[config.mk]
export PLATFORM = sky130hd
export DESIGN_NAME = multicycle_main_controller
export DESIGN_NICKNAME = d
export VERILOG_FILES = /design/src/rtl/multicycle_main_controller.sv
export SDC_FILE = /design/constraint.sdc
export NUM_CORES = 1
export LEC_CHECK = 0
export ABC_CLOCK_PERIOD_IN_PS = 4700
export CAP_MARGIN = 20
export CORE_ASPECT_RATIO = 1.4
export CORE_MARGIN = 3
export CORE_UTILIZATION = 30
export CTS_CLUSTER_SIZE = 20
export DETAILED_ROUTE_END_ITERATION = 7
export PLACE_DENSITY_LB_ADDON = 0.3
export SETUP_SLACK_MARGIN = 0.1
export SYNTH_ARGS = -nofsm -noshare
export SYNTH_HDL_FRONTEND = slang
export SYNTH_SLANG_ARGS = --single-unit
[constraint.sdc]
create_clock -name clk -period 4.7 [get_ports clk]
set_input_delay 0.705 -clock clk [delete_from_list [all_inputs] [get_ports clk]]
set_output_delay 0.705 -clock clk [all_outputs]
set_load 0.02 [all_outputs]
[src/rtl/multicycle_main_controller.sv]
// -----------------------------------------------------------------------------
// multicycle_main_controller
//
// Control FSM for the multi-cycle MIPS datapath. Each instruction is sequenced
// over 3-5 cycles. FETCH, MEMRD and MEMWR wait for mem_ready. Optional bne
// support is available. Unsupported opcodes raise a one-cycle illegal pulse.
// A retired-instruction counter is kept for the debug/perf path.
//
// Ports:
//   clk, rst_n      rising-edge clock, asynchronous active-low reset
//   opcode[5:0]     inst[31:26] from the IR (meaningful from DECODE onward)
//   mem_ready       memory finishes the current access this cycle
//   pc_write, pc_write_cond, branch_ne, pc_src[1:0]   PC update control
//   i_or_d, mem_read, mem_write, ir_write             memory interface control
//   mem_to_reg, reg_dst, reg_write                    register-file writeback
//   alu_src_a, alu_src_b[1:0], alu_op[ALUOP_W-1:0]    ALU operand/op select
//   illegal         one-cycle pulse for an unsupported opcode
//   instr_done      one-cycle pulse in the last cycle of each instruction
//   instr_count     retired instructions (wraps)
//   state[3:0]      current state, for debug
// -----------------------------------------------------------------------------
module multicycle_main_controller #(
  parameter int ALUOP_W     = 2,
  parameter bit SUPPORT_BNE = 1'b1,
  parameter int CNT_W       = 32
) (
  input  logic               clk,
  input  logic               rst_n,
  input  logic [5:0]         opcode,
  input  logic               mem_ready,
  output logic               pc_write,
  output logic               pc_write_cond,
  output logic               branch_ne,
  output logic               i_or_d,
  output logic               mem_read,
  output logic               mem_write,
  output logic               ir_write,
  output logic               mem_to_reg,
  output logic               reg_dst,
  output logic               reg_write,
  output logic               alu_src_a,
  output logic [1:0]         alu_src_b,
  output logic [ALUOP_W-1:0] alu_op,
  output logic [1:0]         pc_src,
  output logic               illegal,
  output logic               instr_done,
  output logic [CNT_W-1:0]   instr_count,
  output logic [3:0]         state
);

  localparam logic [3:0] S_FETCH    = 4'd0;
  localparam logic [3:0] S_DECODE   = 4'd1;
  localparam logic [3:0] S_MEMADR   = 4'd2;
  localparam logic [3:0] S_MEMRD    = 4'd3;
  localparam logic [3:0] S_MEMWB    = 4'd4;
  localparam logic [3:0] S_MEMWR    = 4'd5;
  localparam logic [3:0] S_RTYPE_EX = 4'd6;
  localparam logic [3:0] S_RTYPE_WB = 4'd7;
  localparam logic [3:0] S_ADDI_EX  = 4'd8;
  localparam logic [3:0] S_ADDI_WB  = 4'd9;
  localparam logic [3:0] S_BRANCH   = 4'd10;
  localparam logic [3:0] S_JUMP     = 4'd11;
  localparam logic [3:0] S_ILLEGAL  = 4'd12;

  localparam logic [5:0] OP_RTYPE = 6'b000000;
  localparam logic [5:0] OP_LW    = 6'b100011;
  localparam logic [5:0] OP_SW    = 6'b101011;
  localparam logic [5:0] OP_ADDI  = 6'b001000;
  localparam logic [5:0] OP_BEQ   = 6'b000100;
  localparam logic [5:0] OP_BNE   = 6'b000101;
  localparam logic [5:0] OP_J     = 6'b000010;

  localparam logic [ALUOP_W-1:0] ALU_ADD   = ALUOP_W'(0);
  localparam logic [ALUOP_W-1:0] ALU_SUB   = ALUOP_W'(1);
  localparam logic [ALUOP_W-1:0] ALU_FUNCT = ALUOP_W'(2);

  logic [3:0]       state_q;
  logic [3:0]       state_d;
  logic [CNT_W-1:0] cnt_q;

  // State register
  always_ff @(posedge clk or negedge rst_n) begin
    if (!rst_n) state_q <= S_FETCH;
    else        state_q <= state_d;
  end

  // Next-state logic
  always_comb begin
    state_d = S_FETCH;
    case (state_q)
      S_FETCH:  state_d = mem_ready ? S_DECODE : S_FETCH;
      S_DECODE: begin
        case (opcode)
          OP_RTYPE:      state_d = S_RTYPE_EX;
          OP_LW, OP_SW:  state_d = S_MEMADR;
          OP_ADDI:       state_d = S_ADDI_EX;
          OP_BEQ:        state_d = S_BRANCH;
          OP_BNE:        state_d = SUPPORT_BNE ? S_BRANCH : S_ILLEGAL;
          OP_J:          state_d = S_JUMP;
          default:       state_d = S_ILLEGAL;
        endcase
      end
      // Only lw and sw reach MEMADR, so anything other than lw is a store.
      S_MEMADR:   state_d = (opcode == OP_LW) ? S_MEMRD : S_MEMWR;
      S_MEMRD:    state_d = mem_ready ? S_MEMWB : S_MEMRD;
      S_MEMWR:    state_d = mem_ready ? S_FETCH : S_MEMWR;
      S_RTYPE_EX: state_d = S_RTYPE_WB;
      S_ADDI_EX:  state_d = S_ADDI_WB;
      default:    state_d = S_FETCH;   // all one-cycle tails and 13-15
    endcase
  end

  // Output logic. Every output is held at 0 while reset is asserted,
  // so an aborted instruction cannot issue any partial write.
  always_comb begin
    pc_write      = 1'b0;
    pc_write_cond = 1'b0;
    branch_ne     = 1'b0;
    i_or_d        = 1'b0;
    mem_read      = 1'b0;
    mem_write     = 1'b0;
    ir_write      = 1'b0;
    mem_to_reg    = 1'b0;
    reg_dst       = 1'b0;
    reg_write     = 1'b0;
    alu_src_a     = 1'b0;
    alu_src_b     = 2'b00;
    alu_op        = ALU_ADD;
    pc_src        = 2'b00;
    illegal       = 1'b0;
    instr_done    = 1'b0;
    if (rst_n) begin
      case (state_q)
        S_FETCH: begin
          mem_read  = 1'b1;
          alu_src_b = 2'b01;
          ir_write  = mem_ready;   // IR and PC+4 commit only when the fetch completes
          pc_write  = mem_ready;
        end
        S_DECODE: begin
          alu_src_b = 2'b11;
        end
        S_MEMADR: begin
          alu_src_a = 1'b1;
          alu_src_b = 2'b10;
        end
        S_MEMRD: begin
          mem_read = 1'b1;
          i_or_d   = 1'b1;
        end
        S_MEMWB: begin
          reg_write  = 1'b1;
          mem_to_reg = 1'b1;
          instr_done = 1'b1;
        end
        S_MEMWR: begin
          mem_write  = 1'b1;
          i_or_d     = 1'b1;
          instr_done = mem_ready;
        end
        S_RTYPE_EX: begin
          alu_src_a = 1'b1;
          alu_op    = ALU_FUNCT;
        end
        S_RTYPE_WB: begin
          reg_write  = 1'b1;
          reg_dst    = 1'b1;
          instr_done = 1'b1;
        end
        S_ADDI_EX: begin
          alu_src_a = 1'b1;
          alu_src_b = 2'b10;
        end
        S_ADDI_WB: begin
          reg_write  = 1'b1;
          instr_done = 1'b1;
        end
        S_BRANCH: begin
          alu_src_a     = 1'b1;
          alu_op        = ALU_SUB;
          pc_write_cond = 1'b1;
          pc_src        = 2'b01;
          branch_ne     = (opcode == OP_BNE);
          instr_done    = 1'b1;
        end
        S_JUMP: begin
          pc_write   = 1'b1;
          pc_src     = 2'b10;
          instr_done = 1'b1;
        end
        S_ILLEGAL: begin
          illegal = 1'b1;          // not retired: instr_done stays low
        end
        default: ;
      endcase
    end
  end

  // Retired-instruction counter, wraps naturally at 2^CNT_W
  always_ff @(posedge clk or negedge rst_n) begin
    if (!rst_n)          cnt_q <= '0;
    else if (instr_done) cnt_q <= cnt_q + CNT_W'(1);
  end

  assign instr_count = cnt_q;
  assign state       = state_q;

endmodule

==> metrics.cfg, run 1 <==
[run_status]
status = finished, final reports clean

[yosys]
synth_fa_ha_area_frac = 0.00598
synth.distinct_cells = 43
synthXorXnorAreaFrac = 0.134
synth.cell_area_mm2 = 0.00209
syn_area_per_cell_um2 = 9.63
yosys_most_used_dff = dfrtp_1
synthMuxAreaShare = 0.0108
yosys.area_share.simple = 0.300
synth_top_area_share = 0.431
synth_top_area_cell = dfrtp_1
yosysWarnings = 0
ys_ff_latch = 36
synth_enable_flop_cells = 0
synth_commonest_cells = dfrtp_1 (36), xnor2_1 (25), nand2_1 (19)
syn_inst = 217
synth_top_family_by_area = simple AND/OR/NAND/NOR gates
yosysMostFrequentCell = dfrtp_1
async_flop_share = 1.00
ys_top_cells_by_area = dfrtp_1 (43%), xnor2_1 (10%), nand4_1 (4.8%)
synth_fp_nets = 227
ys_seq_area_frac = 0.431
synth_compound_area_frac = 0.0844

[grt]
grt_max_degree = 36
grt_pass1_wl_um = 9060
antenna_found_initial = 0
grt_pass1_vias = 1877
grt_overflow_total = 0
grt_use_total = 0.136

[die]
coreArea_mm2 = 0.00666
initial_core_util = 0.314
core.rowCount = 35
die_h_um = 105
die_x_um = 76.6
io_pins = 64
die_area_mm2 = 0.00802

[worst_setup_path]
crit_top_cell = clkdlybuf4s50_1
critical_path_class = input pin to output port
worst-path-max-fanout = 10
endpoint_kind = output port
crit_slowest_cell = clkdlybuf4s50_1
startpoint = mem_ready
required_ns = 3.99
slowest_delay_ns = 0.68
startpoint_type = input pin
arrival_ns = 2.87
cp_cell_sequence = clkdlybuf4s50_1 -> nor3b_2 -> o32ai_4 -> and2_1 -> clkdlybuf4s50_1
rr_startpoint = state[2]

[clock_network]
clock_sinks = 36
clock_latency_ns = 0.29
clkSlewWorstSetupHoldPaths_ns = 0.08
post_cts_buffers = 0
cts_tree = built
htreeDepth = 2
cts_made_buffers = 5
clk_path_buf_depth = 2
clock-root-buffer = clkbuf_8
cts_hold_buf = 0
cts_resized = 0

[routing]
avgViaCountPerCell = 4.96
antenna_left = 0
num_vias = 1851
drt-total-wl_um = 5230
drt_iter0_drc = 44
wire_per_inst_um = 14.0
drc = 0
firstDrtPassIters = 4

[pwr]
leakage_nw = 1.18
total_power_mw = 1.07
powerDensity_mw_per_mm2 = 369
vdd_ir_drop_max_mv = 0.252

[timing]
worstMarginPinSlew_ns = 0.502
period_share = 0.761
post-route-min-period_ns = 3.58
setup_viol = 0
clock.fmax_mhz = 280
rsz0062_at_grt = no
slew_viol_final = 0
hold_slack_ns = 0.230
relSlewSlack = 0.665
setup_tns_ns = 0
skew_ns = 0.00767
hold_viol = 0

[min_path]
hold_path_class = input pin to asynchronous set/reset pin

[finish]
fin_util = 0.436
regArea_um2 = 901
multiInputGateArea_mm2 = 0.00112
fillers = 684
layout-drive-gt1-share = 0.0676
finalInstanceArea_mm2 = 0.00290
num-nets-final = 290
area_delta_synth_final_pct = 38.8
diodes = 0

[placement]
placed_cell_area_mm2 = 0.00279
finalWeightedCongestion = 0.869
io_buffer_count = 63
post-dp-hpwl_um = 3880

[run]
cap_violations = 0

-- layout make-up --
| type | count | share of cell area |
|---|---|---|
| Clock buffer | 6 | 0.0250 |
| Clock inverter | 2 | 0.0121 |
| Multi-Input combinational cell | 166 | 0.386 |
| Sequential cell | 36 | 0.310 |
| Timing Repair Buffer | 64 | 0.218 |
| Inverter | 7 | 0.00906 |
| Tap cell | 92 | 0.0397 |
-- final timing paths --
check | depth (start not counted) | endpoint | slack [ns]
worst max-delay path | 5 | instr_done | 1.12
worst min register to register | 1 | instr_count[31] | 0.48
worst max register to register | 4 | instr_count[1] | 2.57
worst min-delay path | 1 | instr_count[28] | 0.23
min in group clk | 1 | instr_count[31] | 0.48
max in group asynchronous | 2 | instr_count[13] | 3.82
-- state kept, by name (all words and copies together), names as in the netlist --
name	flops
instr_count	32
state	4
-- layer usage --
metal / share of wire / track usage
met1: 0.43 / 0.156
met2: 0.50 / 0.242
met3: 0.055 / 0.0379
met4: 0.012 / 0.0440
met5: 0 / 0
-- report_power, final --
group / leakage, nW / switching (mW) / internal [mW] / total [mW]
Clock: 0.0552 / 0.113 / 0.157 / 0.270
Sequential: 0.482 / 0.0760 / 0.339 / 0.416
Combinational: 0.640 / 0.207 / 0.179 / 0.386
Total: 1.18 / 0.396 / 0.676 / 1.07
-- cells in the final DEF (no fill, tap or decap), types with 2 or more instances in the layout --
| cell | n |
|---|---|
| nand2b_1 | 3 |
| o22ai_1 | 2 |
| and3_1 | 7 |
| nor2_1 | 15 |
| nand3_1 | 14 |
| nor3b_2 | 2 |
| nor4_4 | 2 |
| nor4_1 | 7 |
| nor2b_1 | 3 |
| and2_1 | 2 |
| clkdlybuf4s50_1 | 62 |
| xnor2_1 | 25 |
| dfrtp_1 | 36 |
| xor2_1 | 7 |
| and4_1 | 4 |
| clkbuf_8 | 5 |
| a21oi_1 | 4 |
| inv_1 | 7 |
| o21ai_0 | 4 |
| nand2_1 | 19 |
| a21o_1 | 2 |
| nand4_1 | 16 |
| nor3_1 | 8 |
-- worst max-delay path: cells and delay by family --
kind | cells | cell delay [ns]
AND/OR/NAND/NOR | 2 | 0.51
buffers and inverters | 2 | 1.28
AO/OA/AOI/OAI | 1 | 0.38
-- kinds of logic after synthesis --
| kind of cell | count (synthesis) |
|---|---|
| adder cells (fa/ha/maj) | 1 |
| flip-flops | 36 |
| XOR/XNOR | 32 |
| AND/OR/NAND/NOR | 108 |
| AO/OA/AOI/OAI | 23 |
| buffers and inverters | 15 |
| multiplexers | 2 |
-- through the flow --
step,cells,setup WS [ns]
after floorplan,217,2.11
after global placement,365,1.17
after detailed placement,365,1.14
after CTS,373,1.12
after global routing,373,0.974
final,373,1.12
Power figures use the tool's default switching activity.
==> run 2: changes to the inputs <==
--- a/config.mk
+++ b/config.mk
@@ -5,7 +5,7 @@
 export SDC_FILE = /design/constraint.sdc
 export NUM_CORES = 1
 export LEC_CHECK = 0
-export ABC_CLOCK_PERIOD_IN_PS = 4700
+export ABC_CLOCK_PERIOD_IN_PS = 3700
 export CAP_MARGIN = 20
 export CORE_ASPECT_RATIO = 1.4
 export CORE_MARGIN = 3
==> constraint.sdc (replaced) <==
create_clock -name clk -period 3.7 [get_ports clk]
set_input_delay 0.555 -clock clk [delete_from_list [all_inputs] [get_ports clk]]
set_output_delay 0.555 -clock clk [all_outputs]
set_load 0.02 [all_outputs]
==> run 2 against run 1 <==
Compared with the run above:
- flip-flop and latch count did not move
- sequential share of layout area about the same
- cell count rose by 0.27%
- via count is 1.6% higher
- wire length increased by 2.0%
- critical endpoint unchanged
- cell area rose by 0.13%
- non-clock buffer count increased by 2
- critical path type unchanged
==> metrics.cfg, run 2 (synthesis results as in run 1) <==
[run_status]
status = finished, final reports clean

[worst_setup_path]
required_ns = 3.14
endpoint_kind = output port
cp_num_buf_inv = 2
critical_path_class = input pin to output port
worst-path-max-fanout = 7
critPathTopFamily = buffers and inverters
startpoint_type = input pin
crit_slowest_cell = clkdlybuf4s50_1
crit_top_cell = clkdlybuf4s50_1
ff2ff_setup_slack_ns = 1.53
cp_cell_sequence = clkdlybuf4s50_1 -> nor3b_2 -> o32ai_4 -> and2_1 -> clkdlybuf4s50_1
slowest_delay_ns = 0.61
arrival_ns = 2.47

[die]
core.rowCount = 35
die_h_um = 105
die_x_um = 76.6
initial_core_util = 0.314
coreArea_mm2 = 0.00666
io_pins = 64
die_area_mm2 = 0.00802

[placement]
post-dp-hpwl_um = 3990
placed_cell_area_mm2 = 0.00281
place_ws_ns = 0.684
finalWeightedCongestion = 0.826
io_buffer_count = 63

[finish]
fillers = 685
finalInstanceArea_mm2 = 0.00291
multiInputGateArea_mm2 = 0.00112
diodes = 0
mostFrequentLayoutCell = clkdlybuf4s50_1
layout-drive-gt1-share = 0.0745
final_cell_mix = clkdlybuf4s50_1 (62), dfrtp_1 (36), xnor2_1 (25), nand2_1 (19), nand4_1 (16)
regArea_um2 = 901
num-nets-final = 292
largest_register_ff_count = 32
area_delta_synth_final_pct = 39.0

[pwr]
vdd_ir_drop_max_mv = 0.342
powerDensity_mw_per_mm2 = 455
leakage_nw = 1.18

[grt]
grt_max_degree = 23
grt_pass1_vias = 1841
grt_use_total = 0.138
antenna_found_initial = 0
grt_overflow_total = 0
grt_pass1_wl_um = 9050

[timing]
clock.fmax_mhz = 331
hold_slack_ns = 0.244
hold_viol = 0
setup_tns_ns = 0
worstMarginPinSlew_ns = 0.499
slew_viol_final = 0
skew_ns = 0.00641
rsz0062_at_grt = no
setup_viol = 0
post-route-min-period_ns = 3.02
period_share = 0.817
relSlewSlack = 0.667
setup_ws_ns = 0.675

[routing]
firstDrtPassIters = 4
drc = 0
avgViaCountPerCell = 5.03
num_vias = 1881
wire_per_inst_um = 14.3
antenna_left = 0
drt_iter0_drc = 50
drt-total-wl_um = 5340

[clock_network]
cts_resized = 0
clk_path_buf_depth = 2
clock_latency_ns = 0.28
clock-root-buffer = clkbuf_8
clock_sinks = 36
cts_made_buffers = 5
clkSlewWorstSetupHoldPaths_ns = 0.07
post_cts_buffers = 0
htreeDepth = 2
cts_hold_buf = 0
cts_tree = built

[min_path]
hold_path_class = input pin to asynchronous set/reset pin

[run]
cap_violations = 0

## run 2: final timing paths
check                                start               to  depth (start not counted)
setup / recovery                 mem_ready       instr_done                          5
hold / removal                       rst_n  instr_count[31]                          2
setup reg to reg                  state[2]  instr_count[25]                          5
hold reg to reg            instr_count[31]  instr_count[31]                          1
max in group asynchronous            rst_n  instr_count[26]                          3
min in group clk           instr_count[31]  instr_count[31]                          1
## run 2: report_power, final
group,switching [mW],total (mW),internal [mW]
clock network,0.131,0.297,0.166
registers,0.0969,0.528,0.431
logic,0.266,0.497,0.231
## run 2: final cells by class
type	count	area share
well taps	92	0.0396
flip-flops and latches	36	0.310
multi-input cells	166	0.385
inverters	7	0.00904
repair buffers	66	0.223
clock buffers	7	0.0332
## run 2: metal layers
metal	share of wire	global-route usage	up-vias
met3	0.048	0.0336	9
met5	0	0	-
li1	-	-	911
met4	0.016	0.0505	0
met2	0.51	0.249	55
met1	0.42	0.156	906
## run 2: metrics by stage
| stage | utilization | std cells | power [mW] |
|---|---|---|---|
| after floorplan | - | 217 | 0.824 |
| after global placement | 0.422 | 367 | 1.04 |
| after detailed placement | 0.422 | 367 | 1.03 |
| after CTS | 0.436 | 374 | 1.34 |
| after global routing | 0.436 | 374 | 1.41 |
| final | 0.436 | 374 | 1.32 |
